## config.mk

```make
export PLATFORM = sky130hd
export DESIGN_NAME = mem_arbiter
export DESIGN_NICKNAME = d
export VERILOG_FILES = /design/src/rtl/mem_arbiter.sv
export SDC_FILE = /design/constraint.sdc
export NUM_CORES = 1
export LEC_CHECK = 0
export ABC_AREA = 1
export CORE_MARGIN = 8
export CORE_UTILIZATION = 41
export DETAILED_ROUTE_END_ITERATION = 16
export PLACE_DENSITY = 0.82
export SLEW_MARGIN = 20
export SYNTH_ARGS = -nofsm -noshare
export SYNTH_HDL_FRONTEND = slang
export SYNTH_SLANG_ARGS = --single-unit
```

## constraint.sdc

```tcl
create_clock -name clk -period 1.7 [get_ports clk]
set_clock_uncertainty 0.05 [all_clocks]
set_input_delay 0.17 -clock clk [delete_from_list [all_inputs] [get_ports clk]]
set_output_delay 0.17 -clock clk [all_outputs]
set_load 0.02 [all_outputs]
```

## src/rtl/mem_arbiter.sv

```systemverilog
// Round-robin arbiter sharing the single memory port between instruction fetch (I)
// and data load/store (D), with an optional watchdog that aborts unanswered transactions.
module mem_arbiter #(
    parameter int unsigned TIMEOUT_CYCLES = 64
) (
    input  logic        clk,
    input  logic        reset,
    input  logic        i_req_valid,
    input  logic [31:0] i_req_addr,
    output logic        i_ack,
    output logic        i_err,
    output logic [31:0] i_rdata,
    input  logic        d_req_valid,
    input  logic        d_req_we,
    input  logic [1:0]  d_req_size,
    input  logic [31:0] d_req_addr,
    input  logic [31:0] d_req_wdata,
    output logic        d_ack,
    output logic        d_err,
    output logic [31:0] d_rdata,
    output logic        mem_addr_valid,
    output logic [31:0] mem_addr,
    output logic        mem_data_valid,
    output logic [31:0] mem_data,
    output logic [1:0]  io_mode,
    input  logic        mem_ready,
    input  logic [31:0] mem_input,
    output logic [1:0]  grant_debug,
    output logic [1:0]  state_debug
);

    // state | meaning
    // IDLE  | sample requests, grant one and launch it on the memory bus
    // BUSY  | transaction on the bus, waiting for mem_ready or watchdog expiry
    // DONE  | one cycle with ack/err high; requests ignored
    typedef enum logic [1:0] {
        ST_IDLE = 2'b00,
        ST_BUSY = 2'b01,
        ST_DONE = 2'b10
    } state_t;

    localparam logic [31:0] LP_WAIT_LAST = 32'(TIMEOUT_CYCLES - 1);
    localparam logic        LP_WDOG_EN   = (TIMEOUT_CYCLES != 0);

    state_t      r_state;
    logic        r_last_d;
    logic        r_win_d;
    logic [31:0] r_wait_cnt;
    logic        r_i_ack;
    logic        r_i_err;
    logic [31:0] r_i_rdata;
    logic        r_d_ack;
    logic        r_d_err;
    logic [31:0] r_d_rdata;
    logic        r_mem_addr_valid;
    logic [31:0] r_mem_addr;
    logic        r_mem_data_valid;
    logic [31:0] r_mem_data;
    logic [1:0]  r_io_mode;
    logic [1:0]  r_grant;

    logic        w_any_req;
    logic        w_grant_d;
    logic [1:0]  w_d_mode;
    logic        w_timeout;

    assign w_any_req = i_req_valid | d_req_valid;
    // Under contention the port that did not win last time goes next.
    assign w_grant_d = d_req_valid & (~i_req_valid | ~r_last_d);
    assign w_d_mode  = (d_req_size == 2'b11) ? 2'b10 : d_req_size;
    assign w_timeout = LP_WDOG_EN & (r_wait_cnt == LP_WAIT_LAST);

    always_ff @(posedge clk) begin
        if (reset) begin
            r_state          <= ST_IDLE;
            r_last_d         <= 1'b0;
            r_win_d          <= 1'b0;
            r_wait_cnt       <= '0;
            r_i_ack          <= 1'b0;
            r_i_err          <= 1'b0;
            r_i_rdata        <= '0;
            r_d_ack          <= 1'b0;
            r_d_err          <= 1'b0;
            r_d_rdata        <= '0;
            r_mem_addr_valid <= 1'b0;
            r_mem_addr       <= '0;
            r_mem_data_valid <= 1'b0;
            r_mem_data       <= '0;
            r_io_mode        <= 2'b00;
            r_grant          <= 2'b00;
        end else begin
            case (r_state)
                ST_IDLE: begin
                    if (w_any_req) begin
                        r_win_d          <= w_grant_d;
                        r_last_d         <= w_grant_d;
                        r_wait_cnt       <= '0;
                        r_mem_addr_valid <= 1'b1;
                        r_mem_data_valid <= w_grant_d & d_req_we;
                        r_mem_addr       <= w_grant_d ? d_req_addr : i_req_addr;
                        r_io_mode        <= w_grant_d ? w_d_mode : 2'b10;
                        r_grant          <= w_grant_d ? 2'b10 : 2'b01;
                        if (w_grant_d && d_req_we) begin
                            r_mem_data <= d_req_wdata;
                        end
                        r_state <= ST_BUSY;
                    end
                end
                ST_BUSY: begin
                    if (mem_ready) begin
                        if (r_win_d) begin
                            r_d_rdata <= mem_input;
                            r_d_ack   <= 1'b1;
                        end else begin
                            r_i_rdata <= mem_input;
                            r_i_ack   <= 1'b1;
                        end
                        r_mem_addr_valid <= 1'b0;
                        r_mem_data_valid <= 1'b0;
                        r_state          <= ST_DONE;
                    end else if (w_timeout) begin
                        if (r_win_d) begin
                            r_d_err <= 1'b1;
                        end else begin
                            r_i_err <= 1'b1;
                        end
                        r_mem_addr_valid <= 1'b0;
                        r_mem_data_valid <= 1'b0;
                        r_state          <= ST_DONE;
                    end else begin
                        r_wait_cnt <= r_wait_cnt + 32'd1;
                    end
                end
                ST_DONE: begin
                    r_i_ack <= 1'b0;
                    r_i_err <= 1'b0;
                    r_d_ack <= 1'b0;
                    r_d_err <= 1'b0;
                    r_grant <= 2'b00;
                    r_state <= ST_IDLE;
                end
                default: begin
                    r_state <= ST_IDLE;
                end
            endcase
        end
    end

    assign i_ack          = r_i_ack;
    assign i_err          = r_i_err;
    assign i_rdata        = r_i_rdata;
    assign d_ack          = r_d_ack;
    assign d_err          = r_d_err;
    assign d_rdata        = r_d_rdata;
    assign mem_addr_valid = r_mem_addr_valid;
    assign mem_addr       = r_mem_addr;
    assign mem_data_valid = r_mem_data_valid;
    assign mem_data       = r_mem_data;
    assign io_mode        = r_io_mode;
    assign grant_debug    = r_grant;
    assign state_debug    = r_state;

endmodule

```

; ---- Word-level counts from Yosys, hierarchy flattened
; Index checks and enable logic that the tools add are counted.
[totals]
register_bits = 173
input_bits = 136
word_cells = 83
out_inout_bits = 140
[classes]
reduce_logical = 17
n_addsub = 1
n_eq_ne = 12
muxes = 32
n_bitwise = 6
[ops]
columns = op, n
row1 = $mux W32, 4
row2 = $pmux W32 S2, 1
row3 = $add A32 B1 Y32 const B, 1
row4 = $eq A32 B6 Y1 const B, 1
row5 = $reduce_and A3 Y1, 6
row6 = $mux W2, 7
row7 = $ne A2 B2 Y1 const B, 7
row8 = $mux W1, 12
row9 = $pmux W1 S2, 6
row10 = $reduce_and A4 Y1, 3
row11 = $pmux W2 S2, 2
row12 = $reduce_and A2 Y1, 3
row13 = $reduce_bool A2 Y1, 3
row14 = $eq A2 B2 Y1 const B, 2
row15 = $ne A3 B3 Y1 const B, 1
row16 = $and A1 B1 Y1, 2
row17 = $eq A2 B1 Y1 const B, 1
row18 = $logic_not A2 Y1, 1
row19 = $not A1 Y1, 2
row20 = $or A1 B1 Y1, 2
row21 = $logic_and A1 B1 Y1, 1

; ---- Longest topological paths before layout
; Gate-level depths: netlist (run 1).
[logic_depth]
word_depth = 6
mapped_depth = 12
ltp_nobuf = 12

; ---- Worst setup path before layout (run 1)
; Ideal clock, no wire load.
[synth_timing]
path_kind = reg-to-reg
startpoint = register r_wait_cnt[0]
endpoint = register r_wait_cnt[27]
setup_ns = 0.109
path_stages_with_launch = 12
arrival_time_ns = 1.461
synth_period_minus_slack_ns = 1.620
required_time_ns = 1.541
path_slack_ns = 0.080
n_path_buf = 1
cell_sequence = dfxtp_1 > ha_1 > nand2_2 > nor2_4 > nand3_2 > nor2_4 > nand3_4 > buf_6 > nand3_1 > nand2_1 > nand2_1 > inv_1
[synth_via]
elab_chain_cells = 4
word_cells_on_any_way = 7
cone_classes = add/sub (1) / eq/ne (2) / mux (3) / reduce/logical (1)
[synth_rtl]
columns = element, line
row1 = "start, declared", 48  ; logic [31:0] r_wait_cnt;
row2 = "start signal, assigned", 131  ; r_wait_cnt <= r_wait_cnt + 32'd1;
row3 = $add A32 B1 Y32, 131
row4 = $mux W32, 121  ; end else if (w_timeout) begin
row5 = $mux W32, 110  ; if (mem_ready) begin
row6 = $pmux W32 S2, 92  ; case (r_state)
; Parallel ways exist; a longest one is shown, timed or not. The select of a mux whose other input is x is not followed.
; A chain may end at the register's enable or synchronous reset.

; ---- Worst setup path in the final report (run 1)
[layout_timing]
startpoint = register r_wait_cnt[0]
endpoint = register r_wait_cnt[25]
; Same word-level chain as after synthesis.

==> out/qor.csv, run 1 <==
metric,value,unit
outcome,"complete, but fails checks",
violations,negative setup slack,
yosys_warnings,0,
critPathRequiredTime,1.98,ns
holdPathStages,3,
finalHoldViolations,0,
rr_worst_depth,11,
cp_max_fo,26,
drt-pass1-iter-count,6,
cp_data_arrival_time,2.06,ns
postLayoutCellArea,11900,µm²
drt-initial-drc-count,750,
crit_family,simple AND/OR/NAND/NOR gates,
drv_cap,0,
synth_top_area_share,44.8,%
drc,0,
synth_ff_type,dfxtp_1,
grt_pass1_wl,43500,µm
die_w,153,µm
dp_hpwl,20200,µm
place.gp.congestion,0.908,
crit_path_end_kind,flop,
dpl_cell_area,11000,µm²
root_buffer,clkbuf_16,
nets,1565,
whs_endpoint,mem_addr[14],
drtAntennaViolNets,0,
period_needed,1.77,ns
relSlewSlack,58.5,%
avgSynthCellArea,6.82,µm²
die_area,23500,µm²
wire_per_inst,16.7,µm
drive_above_1_share,11.6,%
clk_path_buf_depth,2,
finalWorstSetupSlack,-0.0715,ns
p_int,0.00724,W
p_sw,0.00320,W
area_growth,53.6,%
ys_seq_elements,173,
finalSetupViolCount,25,
grt_pass1_vias,8357,
final_core_util,63.9,%
dieHeight,153,µm
irDropWorstVdd,0.681,mV
leakagePower,5.07,nW
synth.cell_area,7730,µm²
combPwrFrac,20.4,%
cts_buffers,17,
synth_common_cells,"nor2_1, nand2_1, dfxtp_1",
pin_count,276,
synth_fp_nets,1270,
r2r-start,r_wait_cnt[0],
hold_ws,0.249,ns
start_util,41.6,%
power_frac_clock,37.3,%
hp-class,input port to flop,
r2r-end,r_wait_cnt[25],
rows,50,
pwr_density_cell,880,nW/µm²
clk_pin_slew_worst_paths,0.07,ns
finalWirelength,27900,µm
synth_enable_flop_cells,0,
htreeDepth,4,
crit_buf_inv,2,
worstHoldStart,i_req_addr[14],
sequentialPowerShare,42.3,%
max_stage_delay,0.36,ns
port_buffers,275,
critPathKind,flop to flop,
vias_per_cell,5.17,
clock-sinks,173,
r2r_setup_slack,-0.07,ns
swShare,30.7,%
crit_chain,ha_4 -> nand2_4 -> nor2_4 -> nand3_4 -> nor2_4 -> nand3_4 -> buf_12 -> nand3_1 -> nand2_1 -> inv_1 -> nor2_1,
cts_tree,done,
overflow,0,
tightest_slew,0.621,ns
grt_max_degree,106,
fmax,0.564,GHz
grt_antenna_before_repair,0,
maxSlewViolCount,0,
vias,8665,
rsz0062_at_grt,true,
yosys-top-cells-area,"dfxtp_1, nor2_1, nand2_1",
ys_seq_area_share,44.8,%
slowest_stage,dfxtp_2,
antenna_cells,0,
cp-start-kind,flop,
synthArstFlopShare,0,%
insertion_delay,0.44,ns
grt_usage,22.8,%
synth.distinct_cells,33,
power.total,0.0104,W
core,18600,µm²
finalCritPeriodShare,104,%
synthCells,1133,
yosysMostFrequentCell,nor2_1,
yosysTopAreaCell,dfxtp_1,
==> through the flow <==
| step | setup WS (ns) | cells | setup TNS, ns |
|---|---|---|---|
| global route | -0.145 | 1675 | -3.86 |
| floorplan | 0.0804 | 1133 | 0 |
| CTS | -0.0162 | 1673 | -0.0478 |
| global placement | -0.0110 | 1640 | -0.0381 |
| detailed placement | -0.0617 | 1640 | -2.79 |
| finish | -0.0715 | 1675 | -1.17 |
==> kinds of logic (layout without fill, tap and decap cells) <==
logic type,Yosys count,count (layout),share of synthesized area [%]
adder cells (fa/ha/maj),1,1,0.162
flip-flops,173,173,44.8
AO/OA/AOI/OAI,159,159,11.0
buffers and inverters,130,437,7.30
XOR/XNOR,3,3,0.340
AND/OR/NAND/NOR,667,668,36.4
==> worst reg2reg max path, cell delays in order, from the launching register on <==
cell	delay (ns)
dfxtp_2	0.36
ha_4	0.16
nand2_4	0.06
nor2_4	0.22
nand3_4	0.13
nor2_4	0.14
nand3_4	0.12
buf_12	0.19
nand3_1	0.10
nand2_1	0.05
inv_1	0.05
nor2_1	0.03
==> state kept, by name, indices dropped and copies added, names as in the netlist <==
| register | cells |
|---|---|
| state_debug | 2 |
| d_err | 1 |
| i_ack | 1 |
| d_rdata | 32 |
| mem_addr_valid | 1 |
| i_err | 1 |
| mem_data_valid | 1 |
| i_rdata | 32 |
| r_win_d | 1 |
| io_mode | 2 |
| grant_debug | 2 |
| r_wait_cnt | 32 |
| mem_addr | 32 |
| d_ack | 1 |
| mem_data | 32 |
==> layout make-up <==
class / count / area [µm²]
Fill cell: 1472 / 6700
Multi-Input combinational cell: 831 / 3940
Sequential cell: 173 / 3470
Timing Repair Buffer: 328 / 3290
Clock buffer: 17 / 425
Tap cell: 234 / 293
Inverter: 77 / 290
Clock inverter: 15 / 170
==> repair_timing <==
item / CTS / global route
setup buffers: 0 / 1
hold buffers: 1 / 0
pin swaps: 3 / 16
cloned: 0 / 1
gates resized for setup: 14 / 62
hold endpoints to repair: 1 / 0
setup endpoints to repair: 31 / 50
==> worst max path at each step <==
stage                             start             end  slack (ns)  cells after the start
after floorplan           r_wait_cnt[0]  r_wait_cnt[27]        0.08                     11
after global routing      r_wait_cnt[0]  r_wait_cnt[29]       -0.15                     11
after global placement      i_req_valid  r_wait_cnt[21]       -0.01                      9
after CTS                 r_wait_cnt[0]  r_wait_cnt[20]       -0.02                     12
after detailed placement    i_req_valid  r_wait_cnt[12]       -0.06                      9
final                     r_wait_cnt[0]  r_wait_cnt[25]       -0.07                     11
==> layout by cell type (no fill, tap or decap), types with 2 or more instances in the layout <==
| cell | n |
|---|---|
| inv_1 | 70 |
| nand3_2 | 17 |
| nor2_4 | 9 |
| dfxtp_1 | 169 |
| clkbuf_16 | 17 |
| nor2_1 | 276 |
| nor2_2 | 8 |
| o21ai_0 | 93 |
| nand2_2 | 9 |
| nand3_4 | 4 |
| inv_2 | 6 |
| dfxtp_2 | 4 |
| buf_4 | 39 |
| nand2_4 | 11 |
| nand2_8 | 2 |
| and2_1 | 3 |
| nor3_4 | 2 |
| nand3_1 | 38 |
| nand4_1 | 9 |
| dlygate4sd2_1 | 5 |
| inv_6 | 3 |
| buf_12 | 8 |
| a21oi_2 | 7 |
| clkdlybuf4s50_1 | 256 |
| clkinv_8 | 4 |
| xor2_1 | 3 |
| nand2_1 | 272 |
| dlymetal6s2s_1 | 13 |
| a21oi_1 | 19 |
| inv_8 | 4 |
| a31oi_1 | 32 |
| clkinv_4 | 3 |
| buf_6 | 5 |
| nor3_1 | 6 |
| o21ai_1 | 7 |
==> power by group through the flow <==
| stage | clock network [W] | registers, W | logic [W] |
|---|---|---|---|
| 2_1_floorplan | 0 | 0.00476 | 0.000690 |
| 3_5_place_dp | 0 | 0.00450 | 0.00206 |
| 3_3_place_gp | 0 | 0.00449 | 0.00204 |
| 4_1_cts | 0.00394 | 0.00442 | 0.00208 |
| 5_1_grt | 0.00411 | 0.00444 | 0.00228 |
| 6_report | 0.00390 | 0.00442 | 0.00213 |
==> per-layer routing <==
layer	up-vias	global-route usage (%)	wire, µm
met5	-	0	0
met4	0	10.1	1080
met3	86	9.16	2830
met2	392	38.8	13600
met1	4007	24.6	10400
li1	4180	-	-
No activity file was read; power rests on OpenSTA's default activity.
==> inputs of run 2 (changes only) <==
TNS_END_PERCENT = 30   (was default)
==> out/qor.csv, run 2 (synthesized netlist as in run 1, its figures left out) <==
metric,value,unit
outcome,"complete, but fails checks",
violations,negative setup slack,
power_frac_clock,37.4,%
pwr_density_cell,881,nW/µm²
stdcell_count,1676,
die_area,23500,µm²
port_buffers,275,
grt_pass1_wl,43400,µm
finalCritPeriodShare,104,%
grt_max_degree,106,
fmax,0.568,GHz
grt_pass1_vias,8328,
grtUsageMet1,24.6,%
root_buffer,clkbuf_16,
drt-initial-drc-count,730,
tightest_slew,0.607,ns
rows,50,
num-fill-cells,1482,
critPathKind,flop to flop,
met2_usage,38.8,%
crit_buf_inv,1,
finalSetupViolCount,20,
final_core_util,63.5,%
sequentialPowerShare,42.5,%
insertion_delay,0.44,ns
cts_buffers,17,
cts_tree,done,
pin_count,276,
p_int,0.00723,W
drive_above_1_share,10.6,%
cp-start-kind,flop,
hp-class,input port to flop,
crit_path_end_kind,flop,
p_sw,0.00315,W
area_growth,52.5,%
combPwrFrac,20.1,%
layout_common_cells,"nand2_1, nor2_1, clkdlybuf4s50_1",
clk_pin_slew_worst_paths,0.07,ns
swShare,30.4,%
clk_path_buf_depth,2,
crit_chain,ha_4 -> nand2_4 -> nor2_4 -> nand3_4 -> nor2_4 -> nand3_4 -> nand2_8 -> nand2_4 -> nand2_1 -> nand2_1 -> inv_1,
r2r_setup_slack,-0.06,ns
drv_cap,0,
overflow,0,
antenna_cells,0,
htreeDepth,4,
vias_per_cell,5.08,
finalWorstSetupSlack,-0.0603,ns
period_needed,1.76,ns
nets,1566,
drtAntennaViolNets,0,
rsz0062_at_grt,true,
die_w,153,µm
cp_data_arrival_time,2.09,ns
start_util,41.6,%
relSlewSlack,59.5,%
maxSlewViolCount,0,
drt-pass1-iter-count,5,
grt_antenna_before_repair,0,
busiest_layer,met2,
grt_usage,22.8,%
clock-sinks,173,
wire_per_inst,16.5,µm
max_stage_delay,0.36,ns
core,18600,µm²
dieHeight,153,µm
finalWirelength,27700,µm
crit_family,simple AND/OR/NAND/NOR gates,
dp_hpwl,20200,µm
vias,8510,
place_inst,1640,
use_met3,9.16,%
cp_max_fo,9,
irDropWorstVdd,0.676,mV
slowest_stage,dfxtp_2,
place.gp.congestion,0.908,
drc,0,
critPathRequiredTime,2.03,ns
finalHoldViolations,0,
final_common_cell,nand2_1,
leakagePower,5.05,nW
run 2: cell types whose count changed in the layout (fill, tap and decap cells not counted), moves of 2 or more:
cell | previous run | this run
a21oi_1 | 19 | 26
a21oi_2 | 7 | 0
buf_4 | 39 | 44
buf_6 | 5 | 1
nand2_1 | 272 | 282
nand2_2 | 9 | 2
nand2_4 | 11 | 8
nand3_2 | 17 | 20
nand3_4 | 4 | 2
nor2_2 | 8 | 11
nor2_4 | 9 | 7
run 2: layout make-up:
type	count	area [µm²]	area share, %
Multi-Input combinational cell	830	3840	32.5
Sequential cell	173	3470	29.4
Timing Repair Buffer	330	3310	28.1
Clock buffer	17	425	3.61
Tap cell	234	293	2.48
Inverter	77	290	2.46
Clock inverter	15	170	1.44
run 2: path summary, 6_finish.rpt:
check	cells past startpoint	start	endpoint
worst max-delay path	11	r_wait_cnt[0]	r_wait_cnt[17]
worst min-delay path	3	i_req_addr[14]	mem_addr[14]
worst max register to register	11	r_wait_cnt[0]	r_wait_cnt[17]
worst min register to register	2	grant_debug[0]	grant_debug[0]
run 2: power by group through the flow:
| stage | logic [W] | registers [W] | clock network, W |
|---|---|---|---|
| after floorplan | 0.000690 | 0.00476 | 0 |
| after global placement | 0.00204 | 0.00449 | 0 |
| after detailed placement | 0.00206 | 0.00450 | 0 |
| after CTS | 0.00208 | 0.00442 | 0.00394 |
| after global routing | 0.00224 | 0.00444 | 0.00410 |
| final | 0.00209 | 0.00442 | 0.00388 |
run 2: stage by stage:
stage	setup WS (ns)	hold WS, ns	area [µm²]	power [W]	TNS, ns
2_1_floorplan	0.0804	0.255	7730	0.00545	0
3_3_place_gp	-0.0110	0.398	11000	0.00653	-0.0381
3_5_place_dp	-0.0617	0.410	11000	0.00656	-2.79
4_1_cts	-0.0111	0.241	11600	0.0104	-0.0172
5_1_grt	-0.141	0.251	11800	0.0108	-3.50
6_report	-0.0603	0.251	11800	0.0104	-0.770
run 2: routing by layer:
metal	vias up	share of wire [%]
met4	0	3.4
met3	70	10
met2	353	49
li1	4182	-
met5	-	0
met1	3905	37
run 2: timing repair:
| action | in CTS | in global routing |
|---|---|---|
| pin swaps | 2 | 2 |
| gates resized for setup | 14 | 33 |
| hold endpoints to repair | 1 | 0 |
| hold buffers | 1 | 0 |
| setup buffers | 0 | 1 |
| gates cloned | 0 | 2 |
| endpoints found under the setup margin | 31 | 50 |
run 2: worst min-delay path: stages:
cell and delay (ns):
clkdlybuf4s50_1 0.40, nand2_1 0.06, a31oi_1 0.06
==> inputs of run 3 (changes only) <==
CORE_MARGIN = default   (was 8)
CTS_CLUSTER_SIZE = 30   (was default)
==> out/qor.csv, run 3 (synthesized netlist as in run 1, its figures left out) <==
metric,value,unit
die_area,19400,µm²
finalWorstSetupSlack,-0.0644,ns
place.gp.congestion,0.922,
cp_data_arrival_time,2.06,ns
fmax,0.567,GHz
drc,0,
cts_hold_buf,0,
cp-start-kind,flop,
area_growth,53.3,%
drt-pass1-iter-count,6,
drt-initial-drc-count,700,
leakagePower,5.00,nW
critPathMostFrequentCell,nor2_4,
drtAntennaViolNets,0,
nets,1577,
cp_max_fo,6,
grt_pass1_vias,7891,
violations,negative setup slack,
grt_antenna_before_repair,1,
dieHeight,139,µm
grt_usage,26.3,%
tightest_slew,0.624,ns
relSlewSlack,58.3,%
cts_buffers,17,
grt_max_degree,64,
critPathRequiredTime,2.00,ns
finalWirelength,25900,µm
clk_pin_slew_worst_paths,0.07,ns
htreeDepth,4,
period_needed,1.76,ns
irDropWorstVdd,0.680,mV
drv_cap,0,
pin_count,276,
wire_per_inst,15.4,µm
finalHoldViolations,0,
rsz0062_at_grt,true,
final_common_cell,nand2_1,
dp_hpwl,18500,µm
postLayoutCellArea,11900,µm²
overflow,0,
insertion_delay,0.43,ns
vias_per_cell,5.03,
grt_pass1_wl,40600,µm
maxSlewViolCount,0,
final_core_util,65.1,%
finalSetupViolCount,25,
clk_path_buf_depth,2,
root_buffer,clkbuf_16,
port_buffers,275,
clock-sinks,173,
finalCritPeriodShare,104,%
vias,8463,
rows,49,
core,18200,µm²
drive_above_1_share,12.0,%
hp-class,input port to flop,
slowest_stage,dfxtp_2,
critPathKind,flop to flop,
cts_tree,done,
start_util,42.5,%
max_stage_delay,0.35,ns
layout_common_cells,"nand2_1, nor2_1, clkdlybuf4s50_1",
die_w,139,µm
dpl_cell_area,11000,µm²
outcome,"complete, but fails checks",
crit_path_end_kind,flop,
pwr_density_cell,869,nW/µm²
crit_chain,ha_4 -> nand2_4 -> nor2_4 -> nand3_2 -> nor2_4 -> nand3_4 -> buf_12 -> nand2_8 -> nand2_1 -> a21oi_2,
## run 3: cell count changes in the layout (fill, tap and decap cells not counted), moves of 3 or more
cell             before  now
buf_4                44   54
clkdlybuf4s50_1     257  265
nand2_1             282  275
nand2_2               2    9
dlymetal6s2s_1       12    7
nand3_1              37   42
nand3_2              20   15
a21oi_1              26   23
a21oi_2               0    3
dlygate4sd2_1         5    2
nor2_1              275  272
nor2_2               11   14
## run 3: per-layer routing
layer	share of wire, %	global-route usage (%)	vias to the layer above	wire length, µm
met1	39	31.1	3854	10100
li1	-	-	4215	-
met3	9.7	9.53	49	2510
met2	49	43.8	345	12700
met5	0	0	-	0
met4	2.1	9.18	0	533
## run 3: critical path, delay by kind of cell, from the launching register on
kind | cells | cell delay [ns]
simple gates | 7 | 0.79
flops | 1 | 0.35
buf+inv | 1 | 0.19
fa+ha+maj | 1 | 0.15
compound gates | 1 | 0.16
## run 3: stage by stage
step / worst slack [ns] / instances / hold WS (ns) / total power [W] / TNS (ns)
CTS: -0.0330 / 1681 / 0.128 / 0.0103 / -0.144
detailed placement: -0.0889 / 1643 / 0.402 / 0.00652 / -3.06
finish: -0.0644 / 1683 / 0.158 / 0.0103 / -0.828
global route: -0.130 / 1683 / 0.163 / 0.0107 / -3.16
floorplan: 0.0804 / 1133 / 0.255 / 0.00545 / 0
global placement: -0.0349 / 1643 / 0.398 / 0.00649 / -0.626
## run 3: path summary, 6_finish.rpt
kind,startpoint,to,slack (ns),cells past startpoint
min reg2reg,grant_debug[0],grant_debug[0],0.41,2
min,reset,io_mode[1],0.16,4
max,r_wait_cnt[1],r_wait_cnt[8],-0.06,10
max reg2reg,r_wait_cnt[1],r_wait_cnt[8],-0.06,10
## run 3: cell type report
cell class	instances	area, µm²
clock buffer	17	425
antenna	1	2.50
multi-input combinational	832	3870
timing repair buffer	339	3350
sequential	173	3470
tap	229	287
inverter	77	290
clock inverter	15	149
fill	1444	6360
## run 3: what timing repair did
item / 4_1_cts / 5_1_grt
pin swaps: 5 / 11
gates resized for setup: 18 / 38
hold endpoints to repair: 0 / 0
endpoints found under the setup margin: 19 / 44
buffers inserted: 3 / 1
gates cloned: 3 / 0
## run 3: report_power, final
part           leakage, nW  switching, W  internal [W]
registers             1.41      0.000136       0.00429
clock network        0.281       0.00185       0.00195
logic                 3.31       0.00111      0.000971
==> variant 1 (flow settings as in run 1) <==
Register the output `i_err` once more; this adds one clock of latency there. The other outputs are not delayed to match.
--- a/src/rtl/mem_arbiter.sv
+++ b/src/rtl/mem_arbiter.sv
@@ -147,7 +147,9 @@
     end
 
     assign i_ack          = r_i_ack;
-    assign i_err          = r_i_err;
+    always_ff @(posedge clk) begin
+        i_err <= r_i_err;
+    end
     assign i_rdata        = r_i_rdata;
     assign d_ack          = r_d_ack;
     assign d_err          = r_d_err;
Formal check against the unedited RTL: same outputs for any inputs over 4 cycles, from zero or initial values and one cycle with reset high; that may be too few to reach the edited logic, so the function may still have changed.
==> variant 1 against run 1 <==
The run still ends with setup timing left; worst hold slack got worse by 83 ps; sequential cell count increased by 1; worst setup slack got worse by 26 ps; final cell count increased by 0.54%; highest routed layer unchanged; design area increased by 1.5%; routed wire length increased by 2.7%; area after synthesis increased by 0.26%; critical endpoint is now r_wait_cnt[1]; largest cell class unchanged; power increased by 2.1%.
==> variant 1: results (changes against run 1) <==
synth:
  ys_warn_count: 0  # unchanged
  syn_nets: 1271  # was 1270
  synth_commonest_cells: "nor2_1, nand2_1, dfxtp_1"  # unchanged
  synthDistinctLibCells: 33  # unchanged
  async_flop_share_pct: 0  # unchanged
  synth_area_leaders: "dfxtp_1, nor2_1, nand2_1, o21ai_0, inv_1"  # unchanged
  synthFlopType: "dfxtp_1"  # unchanged
  yosysSeqAreaShare_pct: 44.9  # was 44.8%
  synth_seq_cells: 174  # was 173
global_route:
  grt_pass1_vias: 8437  # was 8357
  antenna_found_initial: 1  # was 0
  grt_max_degree: 50  # was 106
  gr-usage-all-layers_pct: 23.3  # was 22.8%
  grt_pass1_wl_um: 44400  # was 43500 um
placement:
  port_buffers: 275  # unchanged
  place_congestion: 0.924  # was 0.908
  dpl.hpwl_um: 20700  # was 20200 um
  placedInstanceArea_mm2: 0.0111  # was 0.0110 mm^2
clock_network:
  numCtsBuffers: 17  # unchanged
  ctsHtreeMaxLevel: 4  # unchanged
  clockBufferDepth: 2  # unchanged
  cts.clk_slew.worst_paths_ps: 70  # about the same
  root_buffer: "clkbuf_16"  # unchanged
  insertion_delay_ps: 430
power:
  p_leak_nw: 5.08  # was 5.07 nW
  vdd_ir_drop_max_mv: 0.733  # was 0.681 mV
status:
  status: "finished with violations"  # unchanged
  violations: "setup timing"  # unchanged
routing:
  first_pass_iters: 5  # was 6
  wl_per_cell_um: 17.0  # was 16.7 um
  viasPerCell: 5.09  # was 5.17
  drt_iter0_drc: 805  # was 750
cells_and_area:
  finalNetCount: 1573  # was 1565
  n_fill_cell: 1477  # was 1472
  design_area_mm2: 0.0121  # was 0.0119 mm^2
  drive_gt1_share_pct: 13.7  # was 11.6%
setup_path:
  r2r-start: "r_wait_cnt[1]"  # was r_wait_cnt[0]
  timing.rr.end: "r_wait_cnt[1]"  # was r_wait_cnt[25]
  critical_path_arrival_ps: 2060  # about the same
  worstPathMaxFanout: 9  # was 26
  reg2reg_depth: 11  # unchanged
min_path:
  hold_depth: 3  # unchanged
  hold_class: "in -> reg"  # unchanged
  hold_start: "reset"  # was i_req_addr[14]
  min_to: "r_wait_cnt[9]"  # was mem_addr[14]
timing:
  layout_setup_ws_ps: -97.5  # was -71.5 ps
  setup_viol: 27  # was 25
  hold_ws_ps: 166  # was 249 ps
  worst_slew_pin_slew_ps: 407  # was 621 ps
variant 1: cell count changes after synthesis, sizes merged:
cell,before,now
dfxtp,173,174
variant 1: timing repair:
item	4_1_cts	5_1_grt
setup buffers	1	3
pin swaps	1	20
cloned	0	2
setup endpoints to repair	12	44
resized for setup	12	75
variant 1: power by group:
part	total (W)	leakage (nW)	internal (W)	switching [W]
sequential	0.00444	1.42	0.00431	0.000132
combinational	0.00217	3.37	0.00101	0.00116
clock	0.00405	0.289	0.00226	0.00179
variant 1: worst max path at each step:
stage | slack, ps | to | from | cells past startpoint
after detailed placement | -90 | r_wait_cnt[16] | r_wait_cnt[0] | 10
after global placement | -40 | r_wait_cnt[30] | r_wait_cnt[4] | 11
after CTS | 0.8 | i_rdata[2] | i_rdata[2] | 1
after global routing | -180 | r_wait_cnt[1] | r_wait_cnt[1] | 11
final | -100 | r_wait_cnt[1] | r_wait_cnt[1] | 11
after floorplan | 80 | r_wait_cnt[27] | r_wait_cnt[0] | 11
variant 1: cells by family after synthesis:
kind of cell / Yosys count / share of synthesized area, %
adder cells (fa/ha/maj): 1 / 0.161
AND/OR/NAND/NOR: 667 / 36.4
XOR/XNOR: 3 / 0.339
AO/OA/AOI/OAI: 159 / 10.9
buffers and inverters: 130 / 7.28
flip-flops: 174 / 44.9
variant 1: final cells by class:
type / count / share of cell area [%]
sequential: 174 / 29.0
clock buffer: 18 / 3.64
multi-input combinational: 831 / 33.0
inverter: 77 / 2.43
antenna: 1 / 0.0207
clock inverter: 14 / 1.46
timing repair buffer: 335 / 28.0
tap: 234 / 2.43
variant 1: routing by layer:
| layer | global-route usage (%) | wire [um] | vias to the layer above |
|---|---|---|---|
| li1 | - | - | 4189 |
| met1 | 25.8 | 10400 | 3872 |
| met2 | 38.6 | 13900 | 442 |
| met3 | 9.89 | 3340 | 72 |
| met4 | 10.3 | 1040 | 0 |
| met5 | 0 | 0 | - |
variant 1: critical path: stages (launching register included):
cell     delay [ps]
dfxtp_2         360
ha_4            160
nand2_4          60
nor2_4          170
buf_4           140
nand3_2          60
nor2_2          140
nand2_2         120
nand2_4         150
nand2_8          90
nor2_1          130
a21oi_2          40
variant 1: stage by stage:
stage / setup WS [ps] / setup TNS (ps) / util, % / std cells
global route: -180 / -4030 / 64.7 / 1684
detailed placement: -87.6 / -726 / 59.4 / 1645
global placement: -43.8 / -152 / 59.4 / 1645
finish: -97.5 / -865 / 64.7 / 1684
floorplan: 80.4 / 0 / - / 1134
CTS: 0.754 / 0 / 63.0 / 1678
==> variant 2 (config.mk and constraints of run 1) <==
Without the edit above. Set the parameter `TIMEOUT_CYCLES` to 48 (it was 64).
--- a/src/rtl/mem_arbiter.sv
+++ b/src/rtl/mem_arbiter.sv
@@ -1,7 +1,7 @@
 // Round-robin arbiter sharing the single memory port between instruction fetch (I)
 // and data load/store (D), with an optional watchdog that aborts unanswered transactions.
 module mem_arbiter #(
-    parameter int unsigned TIMEOUT_CYCLES = 64
+    parameter int unsigned TIMEOUT_CYCLES = 48
 ) (
     input  logic        clk,
     input  logic        reset,
Check against the original RTL: same outputs for any inputs over 4 cycles, from zero or initial values and one cycle with reset high; that may be too few to reach the edited logic, so the function may still have changed.
==> variant 2 against run 1 <==
Global-route usage increased by 0.20 points; combinational power decreased by 2%; power about the same; fmax increased by 4.5%; area after synthesis decreased by 2.2%; via count decreased by 2.5%; largest cell class unchanged; sequential cell count unchanged; worst setup slack improved by 77 ps; sequential share of layout area increased by 0.42 points; routed wire length decreased by 3.6%; design area decreased by 1.3%; sequential power about the same.
==> variant 2: results (changes against run 1) <==
clock_network:
  numCtsBuffers: 17  # unchanged
  insertion_delay_ps: 430
  cts.clk_slew.worst_paths_ps: 70  # about the same
  ctsHtreeMaxLevel: 4  # unchanged
  clockBufferDepth: 2  # unchanged
  root_buffer: "clkbuf_16"  # unchanged
power:
  vdd_ir_drop_max_mv: 0.735  # was 0.681 mV
  pwr-share-comb_pct: 20.0  # was 20.4%
  seq-power_w: 0.00442  # about the same
  p_int_w: 0.00747  # was 0.00724 W
  p_leak_nw: 4.86  # was 5.07 nW
  clock_power_share_pct: 37.7  # was 37.3%
synth:
  synth_area_leaders: "dfxtp_1, nor2_1, nand2_1, o21ai_0, nand3_1"  # was dfxtp_1, nor2_1, nand2_1, o21ai_0, inv_1
  synthDistinctLibCells: 33  # unchanged
  synthFlopType: "dfxtp_1"  # unchanged
  avgSynthCellArea_um2: 6.68  # was 6.82 um^2
  syn_nets: 1269  # was 1270
  ys_warn_count: 0  # unchanged
  async_flop_share_pct: 0  # unchanged
  synth_commonest_cells: "nor2_1, nand2_1, dfxtp_1"  # unchanged
  yosysSeqAreaShare_pct: 45.8  # was 44.8%
setup_path:
  worstPathMaxFanout: 9  # was 26
  crit_path_start: "r_wait_cnt[1]"  # was r_wait_cnt[0]
  reg2reg_depth: 10  # was 11
  r2r-start: "r_wait_cnt[1]"  # was r_wait_cnt[0]
  critical_path_arrival_ps: 2000  # was 2060 ps
global_route:
  grt_max_degree: 95  # was 106
  antenna_found_initial: 0  # unchanged
  gr-usage-all-layers_pct: 23.0  # was 22.8%
  grt_pass1_vias: 8271  # was 8357
  grt_pass1_wl_um: 42000  # was 43500 um
routing:
  met2_length_um: 13300  # was 13600 um
  route.met3.wl_um: 2170  # was 2830 um
  top_layer: "met4"  # unchanged
  viasPerCell: 5.04  # was 5.17
  drt_iter0_drc: 653  # was 750
  dr_total_vias: 8449  # was 8665
  first_pass_iters: 5  # was 6
  wl_met1_um: 10600  # was 10400 um
  wl_per_cell_um: 16.1  # was 16.7 um
cells_and_area:
  drive_gt1_share_pct: 10.7  # was 11.6%
  n_fill_cell: 1501  # was 1472
  antenna_cells: 0  # unchanged
  finalNetCount: 1570  # was 1565
placement:
  dpl.hpwl_um: 19400  # was 20200 um
  port_buffers: 275  # unchanged
  dpl_worst_slack_ps: -123  # was -61.7 ps
  place_congestion: 0.938  # was 0.908
min_path:
  hold_class: "in -> reg"  # unchanged
  hold_depth: 3  # unchanged
  hold_start: "i_req_addr[17]"  # was i_req_addr[14]
status:
  status: "completed"  # was finished with violations
timing:
  slew_headroom_pct: 58.4  # was 58.5%
## variant 2: cell types whose count changed after synthesis, moves of 6 or more
cell	change
nor2_4	-6
nand3_1	+12
clkbuf_1	+6
nand2_4	-6
inv_1	+7
nand3_2	-9
## variant 2: what timing repair did
item	CTS	global route
buffers inserted	2	2
endpoints found under the hold margin	5	0
pin swaps	1	6
cloned	0	1
endpoints found under the setup margin	31	109
resized for setup	8	52
hold buffers	1	0
## variant 2: critical path, stage by stage, from the launching register on
cell and delay (ps):
dfxtp_2 350, ha_4 150, nand2_4 60, nor2_4 140, nand3_2 110, nor2_4 160, nand3_4 120, nand2_4 140
buf_12 130, nand2_2 70, a21oi_2 140
## variant 2: layout make-up
cell class	count	area, um^2	share of cell area [%]
multi-input combinational	821	3680	31.4
timing repair buffer	340	3390	28.9
sequential	173	3470	29.6
inverter	80	300	2.56
tap	229	287	2.45
clock buffer	21	470	4.01
clock inverter	11	123	1.05
## variant 2: metal layers
layer  vias to the layer above  GRT usage, %
met5                         -             0
met1                      3886          26.7
met3                        55          7.25
met2                       328          38.9
met4                         0          8.82
li1                       4180             -
## variant 2: worst paths after layout
| check | endpoint | slack (ps) |
|---|---|---|
| worst min register to register | mem_data_valid | 410 |
| worst max-delay path | r_wait_cnt[5] | 5 |
| worst min-delay path | mem_addr[17] | 260 |
| worst max register to register | r_wait_cnt[5] | 5 |
## variant 2: logic make-up after synthesis
family                   synth area share [%]
XOR/XNOR                                0.232
adder cells (fa/ha/maj)                 0.166
AO/OA/AOI/OAI                            11.3
buffers and inverters                    7.43
AND/OR/NAND/NOR                          35.1
flip-flops                               45.8
## variant 2: per-stage QoR
step	util [%]	cell area, um^2
global route	65.0	11700
global placement	60.5	10900
floorplan	-	7560
CTS	64.0	11500
detailed placement	60.5	10900
finish	65.0	11700
